==> src/rtl/crot_stream_pkg.sv <==
// Shared fixed-point defaults and constant helpers for the crot_stream rotator.
// Everything here is evaluated at elaboration only.
package crot_stream_pkg;

  localparam int WIDTH_DEF = 16;
  localparam int FRAC_DEF  = 14;
  localparam int K_MAX_DEF = 8;
  localparam int TAG_W_DEF = 4;

  localparam real PI = 3.14159265358979323846;

  function automatic longint sat_hi(input int w);
    return (longint'(1) <<< (w - 1)) - longint'(1);
  endfunction

  function automatic longint sat_lo(input int w);
    return -(longint'(1) <<< (w - 1));
  endfunction

  function automatic longint rnd_half(input int frac);
    return longint'(1) <<< (frac - 1);
  endfunction

  function automatic int round_real(input real x);
    if (x >= 0.0) return $rtoi(x + 0.5);
    else          return -$rtoi(0.5 - x);
  endfunction

  // Taylor series keeps the table generation free of tool math builtins.
  function automatic int twiddle(input int k, input int frac, input bit want_sin);
    real th, x2, term, acc, scale;
    th = 2.0 * PI;
    for (int n = 0; n < k; n++) th = th / 2.0;
    x2 = th * th;
    if (want_sin) begin
      term = th;
      acc  = th;
      for (int n = 1; n < 24; n++) begin
        term = -term * x2 / real'((2 * n) * (2 * n + 1));
        acc  = acc + term;
      end
    end else begin
      term = 1.0;
      acc  = 1.0;
      for (int n = 1; n < 24; n++) begin
        term = -term * x2 / real'((2 * n - 1) * (2 * n));
        acc  = acc + term;
      end
    end
    scale = 1.0;
    for (int n = 0; n < frac; n++) scale = scale * 2.0;
    return round_real(acc * scale);
  endfunction

endpackage

==> src/rtl/crot_stream_twiddle_rom.sv <==
// Registered cos/sin lookup for theta = 2*pi/2^k; identity on ctrl=0, k=0 or k>K_MAX.
// Table contents are computed from K_MAX at elaboration.
module crot_twiddle_rom
  import crot_stream_pkg::*;
#(
  parameter int WIDTH = WIDTH_DEF,
  parameter int FRAC  = FRAC_DEF,
  parameter int K_MAX = K_MAX_DEF,
  localparam int K_W  = $clog2(K_MAX + 1)
) (
  input  logic                    clk,
  input  logic                    rst,
  input  logic                    en,
  input  logic [K_W-1:0]          k,
  input  logic                    ctrl,
  input  logic                    inv,
  output logic signed [WIDTH-1:0] cos_q,
  output logic signed [WIDTH-1:0] sin_q
);

  localparam logic signed [WIDTH-1:0] ONE = WIDTH'(1 << FRAC);

  logic signed [WIDTH-1:0] cos_tbl [0:K_MAX];
  logic signed [WIDTH-1:0] sin_tbl [0:K_MAX];
  logic signed [WIDTH-1:0] cos_nxt, sin_nxt;
  logic                    ident;

  for (genvar g = 0; g <= K_MAX; g++) begin : gen_tbl
    assign cos_tbl[g] = WIDTH'(twiddle(g, FRAC, 1'b0));
    assign sin_tbl[g] = WIDTH'(twiddle(g, FRAC, 1'b1));
  end

  always_comb begin
    ident   = !ctrl || (k == '0) || (k > K_W'(K_MAX));
    cos_nxt = ONE;
    sin_nxt = '0;
    if (!ident) begin
      cos_nxt = cos_tbl[k];
      sin_nxt = inv ? -sin_tbl[k] : sin_tbl[k];
    end
  end

  always_ff @(posedge clk or posedge rst) begin
    if (rst) begin
      cos_q <= '0;
      sin_q <= '0;
    end else if (en) begin
      cos_q <= cos_nxt;
      sin_q <= sin_nxt;
    end
  end

endmodule

==> src/rtl/crot_stream.sv <==
// Streaming complex rotator: 4-stage pipeline (lookup, multiply, round, saturate)
// with a single global stall driven by output backpressure.
module crot_stream
  import crot_stream_pkg::*;
#(
  parameter int WIDTH = WIDTH_DEF,
  parameter int FRAC  = FRAC_DEF,
  parameter int K_MAX = K_MAX_DEF,
  parameter int TAG_W = TAG_W_DEF,
  localparam int K_W  = $clog2(K_MAX + 1)
) (
  input  logic                    clk,
  input  logic                    rst,
  input  logic                    in_valid,
  output logic                    in_ready,
  input  logic signed [WIDTH-1:0] in_r,
  input  logic signed [WIDTH-1:0] in_i,
  input  logic [K_W-1:0]          in_k,
  input  logic                    in_ctrl,
  input  logic                    in_inv,
  input  logic [TAG_W-1:0]        in_tag,
  output logic                    out_valid,
  input  logic                    out_ready,
  output logic signed [WIDTH-1:0] out_r,
  output logic signed [WIDTH-1:0] out_i,
  output logic [TAG_W-1:0]        out_tag,
  output logic [15:0]             sat_count
);

  localparam int PW = 2 * WIDTH;
  localparam int SW = 2 * WIDTH + 1;
  localparam logic signed [SW-1:0]    RND    = SW'(rnd_half(FRAC));
  localparam logic signed [SW-1:0]    SAT_HI = SW'(sat_hi(WIDTH));
  localparam logic signed [SW-1:0]    SAT_LO = SW'(sat_lo(WIDTH));
  localparam logic signed [WIDTH-1:0] MAX_W  = WIDTH'(sat_hi(WIDTH));
  localparam logic signed [WIDTH-1:0] MIN_W  = WIDTH'(sat_lo(WIDTH));

  logic                    en;
  logic                    v1, v2, v3, sat4;
  logic [TAG_W-1:0]        tag1, tag2, tag3;
  logic signed [WIDTH-1:0] r1, i1, cos1, sin1;
  logic signed [PW-1:0]    p_rc, p_is, p_rs, p_ic;
  logic signed [SW-1:0]    re3, im3;
  logic signed [WIDTH-1:0] r_sat, i_sat;
  logic                    r_clip, i_clip;

  assign en       = !(out_valid && !out_ready);
  assign in_ready = en;

  crot_twiddle_rom #(.WIDTH(WIDTH), .FRAC(FRAC), .K_MAX(K_MAX)) u_rom (
    .clk   (clk),
    .rst   (rst),
    .en    (en),
    .k     (in_k),
    .ctrl  (in_ctrl),
    .inv   (in_inv),
    .cos_q (cos1),
    .sin_q (sin1)
  );

  always_ff @(posedge clk or posedge rst) begin
    if (rst) begin
      v1   <= 1'b0;
      r1   <= '0;
      i1   <= '0;
      tag1 <= '0;
      v2   <= 1'b0;
      p_rc <= '0;
      p_is <= '0;
      p_rs <= '0;
      p_ic <= '0;
      tag2 <= '0;
      v3   <= 1'b0;
      re3  <= '0;
      im3  <= '0;
      tag3 <= '0;
    end else if (en) begin
      v1   <= in_valid;
      r1   <= in_r;
      i1   <= in_i;
      tag1 <= in_tag;
      v2   <= v1;
      p_rc <= PW'(r1) * PW'(cos1);
      p_is <= PW'(i1) * PW'(sin1);
      p_rs <= PW'(r1) * PW'(sin1);
      p_ic <= PW'(i1) * PW'(cos1);
      tag2 <= tag1;
      v3   <= v2;
      // Round half up: add half an LSB, then floor via arithmetic shift.
      re3  <= ((SW'(p_rc) - SW'(p_is)) + RND) >>> FRAC;
      im3  <= ((SW'(p_rs) + SW'(p_ic)) + RND) >>> FRAC;
      tag3 <= tag2;
    end
  end

  always_comb begin
    r_sat  = WIDTH'(re3);
    r_clip = 1'b0;
    if (re3 > SAT_HI) begin
      r_sat  = MAX_W;
      r_clip = 1'b1;
    end else if (re3 < SAT_LO) begin
      r_sat  = MIN_W;
      r_clip = 1'b1;
    end
    i_sat  = WIDTH'(im3);
    i_clip = 1'b0;
    if (im3 > SAT_HI) begin
      i_sat  = MAX_W;
      i_clip = 1'b1;
    end else if (im3 < SAT_LO) begin
      i_sat  = MIN_W;
      i_clip = 1'b1;
    end
  end

  always_ff @(posedge clk or posedge rst) begin
    if (rst) begin
      out_valid <= 1'b0;
      out_r     <= '0;
      out_i     <= '0;
      out_tag   <= '0;
      sat4      <= 1'b0;
    end else if (en) begin
      out_valid <= v3;
      out_r     <= r_sat;
      out_i     <= i_sat;
      out_tag   <= tag3;
      sat4      <= r_clip | i_clip;
    end
  end

  always_ff @(posedge clk or posedge rst) begin
    if (rst) begin
      sat_count <= '0;
    end else if (out_valid && out_ready && sat4 && (sat_count != 16'hFFFF)) begin
      sat_count <= sat_count + 16'd1;
    end
  end

endmodule

==> config.mk <==
export PLATFORM = sky130hd
export DESIGN_NAME = crot_stream
export DESIGN_NICKNAME = d
export VERILOG_FILES = /design/src/rtl/crot_stream_pkg.sv /design/src/rtl/crot_stream_twiddle_rom.sv /design/src/rtl/crot_stream.sv
export SDC_FILE = /design/constraint.sdc
export NUM_CORES = 2
export LEC_CHECK = 0
export CAP_MARGIN = 20
export CORE_MARGIN = 3
export CORE_UTILIZATION = 64
export DETAILED_ROUTE_END_ITERATION = 10
export PLACE_DENSITY = 0.92
export SETUP_SLACK_MARGIN = 0.02
export SLEW_MARGIN = 20
export SYNTH_ARGS = -nofsm -noshare
export SYNTH_HDL_FRONTEND = slang
export SYNTH_HIERARCHICAL = 1
export SYNTH_SLANG_ARGS = --single-unit
==> constraint.sdc <==
create_clock -name clk -period 16.1 [get_ports clk]
set_clock_uncertainty 0.1 [all_clocks]
set_input_delay 2.415 -clock clk [delete_from_list [all_inputs] [get_ports clk]]
set_output_delay 2.415 -clock clk [all_outputs]
set_load 0.03 [all_outputs]
==> metrics list <==
* Run status: completed
- Required time reported for the critical path endpoint: 16.41 ns
- Counting flops with an async set or reset pin after synthesis yields a share of 100%.
- The clock tree synthesis step divided the H-tree into 2 levels.
- In this run the post-CTS setup repair buffer count came out at 0.
- After detailed routing, the met2 layer carries 65.4 mm of wire.
* Met3 routed wirelength: 15.6 mm
- Crit path arrival time: 7.98 ns
- Clock-pin slew was measured on the worst setup and hold paths at 0.07 ns.
- Max Root-Sink Buffers: 3
- Library cell used as clock root buffer: clkbuf_16
- Across all layers, the routed design uses 41200 vias.
* Yosys warns: 6
- Signal routing reaches up to met5.
- Setup violations remaining at the end of the flow were counted as 0.
- The number of hold buffers added after CTS was 0.
- For the pin with the worst max-slew slack, the measured transition is 1.12 ns.
* Number of enable flip-flop cells after synthesis: 0
* Max-cap viol count: 0
- Ratio of final minimum period to clock period: 47.6%
* Core Rows: 105
* Post-route ant nets: 0
- Hold/Removal Path Class: reg2reg
- The die is 295 microns tall.
- Syn Nets: 7345
- Count of input and output buffers: 99
- Fraction of the yosys area taken by sequential cells: 13.9%
* CTS sink cnt: 297
* Maximum number of pins on one net before global-route repair: 98
* Detail-routed net length per standard cell: 20.8 microns
* Filler cell count: 5304
- Ordered list of cells on the worst path: buf_4, nand2_1, inv_1, fa_1, fa_1, fa_1, fa_1, fa_1, inv_1, fa_1, inv_1, ha_1, a21oi_1, o21ai_0, a221o_1, a211o_1, a31oi_1, o21bai_1, a21oi_1, xnor2_1, a21oi_1
- Initial cell density of the core: 64.8%
- After synthesis the cells add up to 53400 sq um.
* Maximum fanout encountered on the critical timing path: 17
- Synthesized instance count: 5791
* Wire length the detailed router placed on met1: 47.7 mm
- Type of the worst setup path: reg2reg
* Kind of capture point of the worst setup path: flip-flop
- First-pass GRT wire length: 232 mm
- Summed over all failing endpoints, the final setup total negative slack is 0 ns.
* Clock latency of the later-clocked register in the worst-skew pair: 0.60 ns
- Delay of the slowest cell on the worst path: 0.94 ns
* RSZ-0062 raised after global routing: false
- For this run, the total global-route usage over all layers was measured as 34.2%.
- Synth top area share: 39.3%
- Synthesis-stage register bit count: 297
- Residual DRC count: 0
- After detailed routing, the number of vias per cell comes to 6.02.
* Placer's final routability congestion estimate: 0.910
* Dominant register cell in the synthesized netlist: dfrtp_1
* CP dominant cell by count: fa_1
- Area enclosed by the die boundary: 86900 sq um
- Cell taking the most area after synthesis: fa_1
* Post-Synthesis Mean Instance Area: 9.22 sq um
- Total CTS buffers: 38
- Floorplan Core Area: 82400 sq um
- After synthesis, the cell types taking the most area are fa_1 39%, dfrtp_1 14%, ha_1 11%.
- Area growth from synthesis to final layout: 5.89%
- Critical Path Slowest Stage Cell: fa_1
* Max Transition Viols Final: 0
- Yosys mapped the design onto 76 distinct sky130hd cell types.
- Final HPWL DP: 105 mm
- Overflow left after global routing: 0
* Max transition margin: 25.0%
- STA classifies the critical path startpoint as a flip-flop.
- Period minus WS final: 7.66 ns
- Number of nets in the layout: 7291
* Total Wirelength: 142 mm
- TritonCTS built the clock tree.
- Detailed Route Iter0 Violations: 3919
* Resized Gates After CTS: 0
- The die is 295 microns wide.
* Top Ports: 100
- The number of global-route vias before repair was 45500.
- Highest Clock Rate: 130 MHz
- Detailed-router iteration count before antenna repair: 9
- Total count of hold-check failures in the final report: 0
- The number of antenna violations at the first check in global routing is 6.
- Of the cells placed in the final design, the portion with a size suffix greater than 1 is 3.38%.
## flip-flops by register name, summed over array words and instances (netlist names), 4 cells and up
signal	cells
out_r	16
tag2	4
p_is	32
out_tag	4
tag3	4
re3	19
sat_count	16
p_ic	32
p_rs	32
u_rom/sin_q	16
p_rc	32
out_i	16
im3	19
tag1	4
i1	16
u_rom/cos_q	14
r1	16
## critical path, delay by kind of cell (launching register included)
kind | cells | cell delay (ns)
and+or+nand+nor | 1 | 0.18
buffers and inverters | 4 | 0.70
xor gates and xnor gates | 1 | 0.14
adders and majority gates | 7 | 3.84
AOI/OAI and AO/OA | 8 | 1.59
DFF | 1 | 0.91
## cell usage after synthesis, types with 8 or more instances
master and instances:
nor2_1 171, nor3_1 23, or3_1 9, a211oi_1 13, o21a_1 19, dfrtp_1 297
clkbuf_1 235, nand2b_1 37, fa_1 1048, o31ai_1 19, xnor2_1 125, and3_1 16
a31oi_1 11, xor2_1 67, o21ai_0 170, a21boi_0 8, nand4_1 11, o21bai_1 18
o22ai_2 20, a21o_1 68, ha_1 460, nor2b_1 13, nand3_1 37, o211ai_1 8
inv_1 1230, nand2_1 864, and2_1 500, buf_1 16, a21oi_1 173
## cell families (layout without fill, tap and decap cells)
kind of cell | after synthesis | after routing | synth area share (%)
adders and majority gates | 1508 | 1508 | 50.1
xor gates and xnor gates | 192 | 192 | 3.15
AOI/OAI and AO/OA | 595 | 595 | 7.16
muxes | 6 | 6 | 0.124
DFF | 297 | 297 | 13.9
buffers and inverters | 1491 | 1467 | 10.6
other | 0 | 6 | 0
and+or+nand+nor | 1702 | 1702 | 15.0
## area by class of cell
| type | count | area (sq um) | area share, % |
|---|---|---|---|
| Clock buffer | 46 | 1010 | 1.79 |
| Tap cell | 1070 | 1340 | 2.37 |
| Sequential cell | 297 | 7440 | 13.2 |
| Inverter | 1231 | 4640 | 8.20 |
| Timing Repair Buffer | 166 | 1500 | 2.65 |
| Multi-Input combinational cell | 4003 | 40300 | 71.3 |
| Clock inverter | 24 | 262 | 0.463 |
| Antenna cell | 6 | 15.0 | 0.0266 |
## layer usage
metal  up-vias  track usage, %
li1      17300               -
met1     20500            40.4
met2      2572            54.2
met3       853            8.43
met4         4            25.8
met5         -               0
## per-stage QoR
step / hold WS, ns / worst slack [ns] / instance area, sq um / util (%) / std cells
after CTS: 0.368 / 8.50 / 56500 / 68.6 / 6837
after global routing: 0.379 / 8.23 / 56500 / 68.6 / 6837
after global placement: 0.341 / 8.90 / 55200 / 67.1 / 6767
after floorplan: 0.330 / 6.23 / 53400 / - / 5791
after detailed placement: 0.355 / 8.60 / 55200 / 67.1 / 6767
final: 0.363 / 8.44 / 56500 / 68.6 / 6843
## worst paths after layout
kind | start | to | slack [ns] | cells after the start
max in group asynchronous | rst | p_rc[17] | 12.37 | 3
hold reg to reg | out_tag[3] | out_tag[3] | 0.36 | 2
setup / recovery | u_rom/cos_q[1] | p_ic[31] | 8.44 | 21
hold / removal | out_tag[3] | out_tag[3] | 0.36 | 2
setup reg to reg | u_rom/cos_q[1] | p_ic[31] | 8.44 | 21
min in group asynchronous | rst | i1[15] | 2.25 | 2
## layout by cell type (no fill, tap or decap), drive strengths merged, types with 68 or more instances in the layout
master	netlist	final
inv	1231	1237
ha	460	460
clkdlybuf4s50	0	99
a21o	68	68
a21oi	174	174
o21ai	177	177
xnor2	125	125
nor2	172	172
nand2	864	864
and2	500	500
fa	1048	1048
dfrtp	297	297
Power is left out: the tool's default activity adds up to more than one toggle a clock period on the data nets, which glitch-free logic cannot reach.
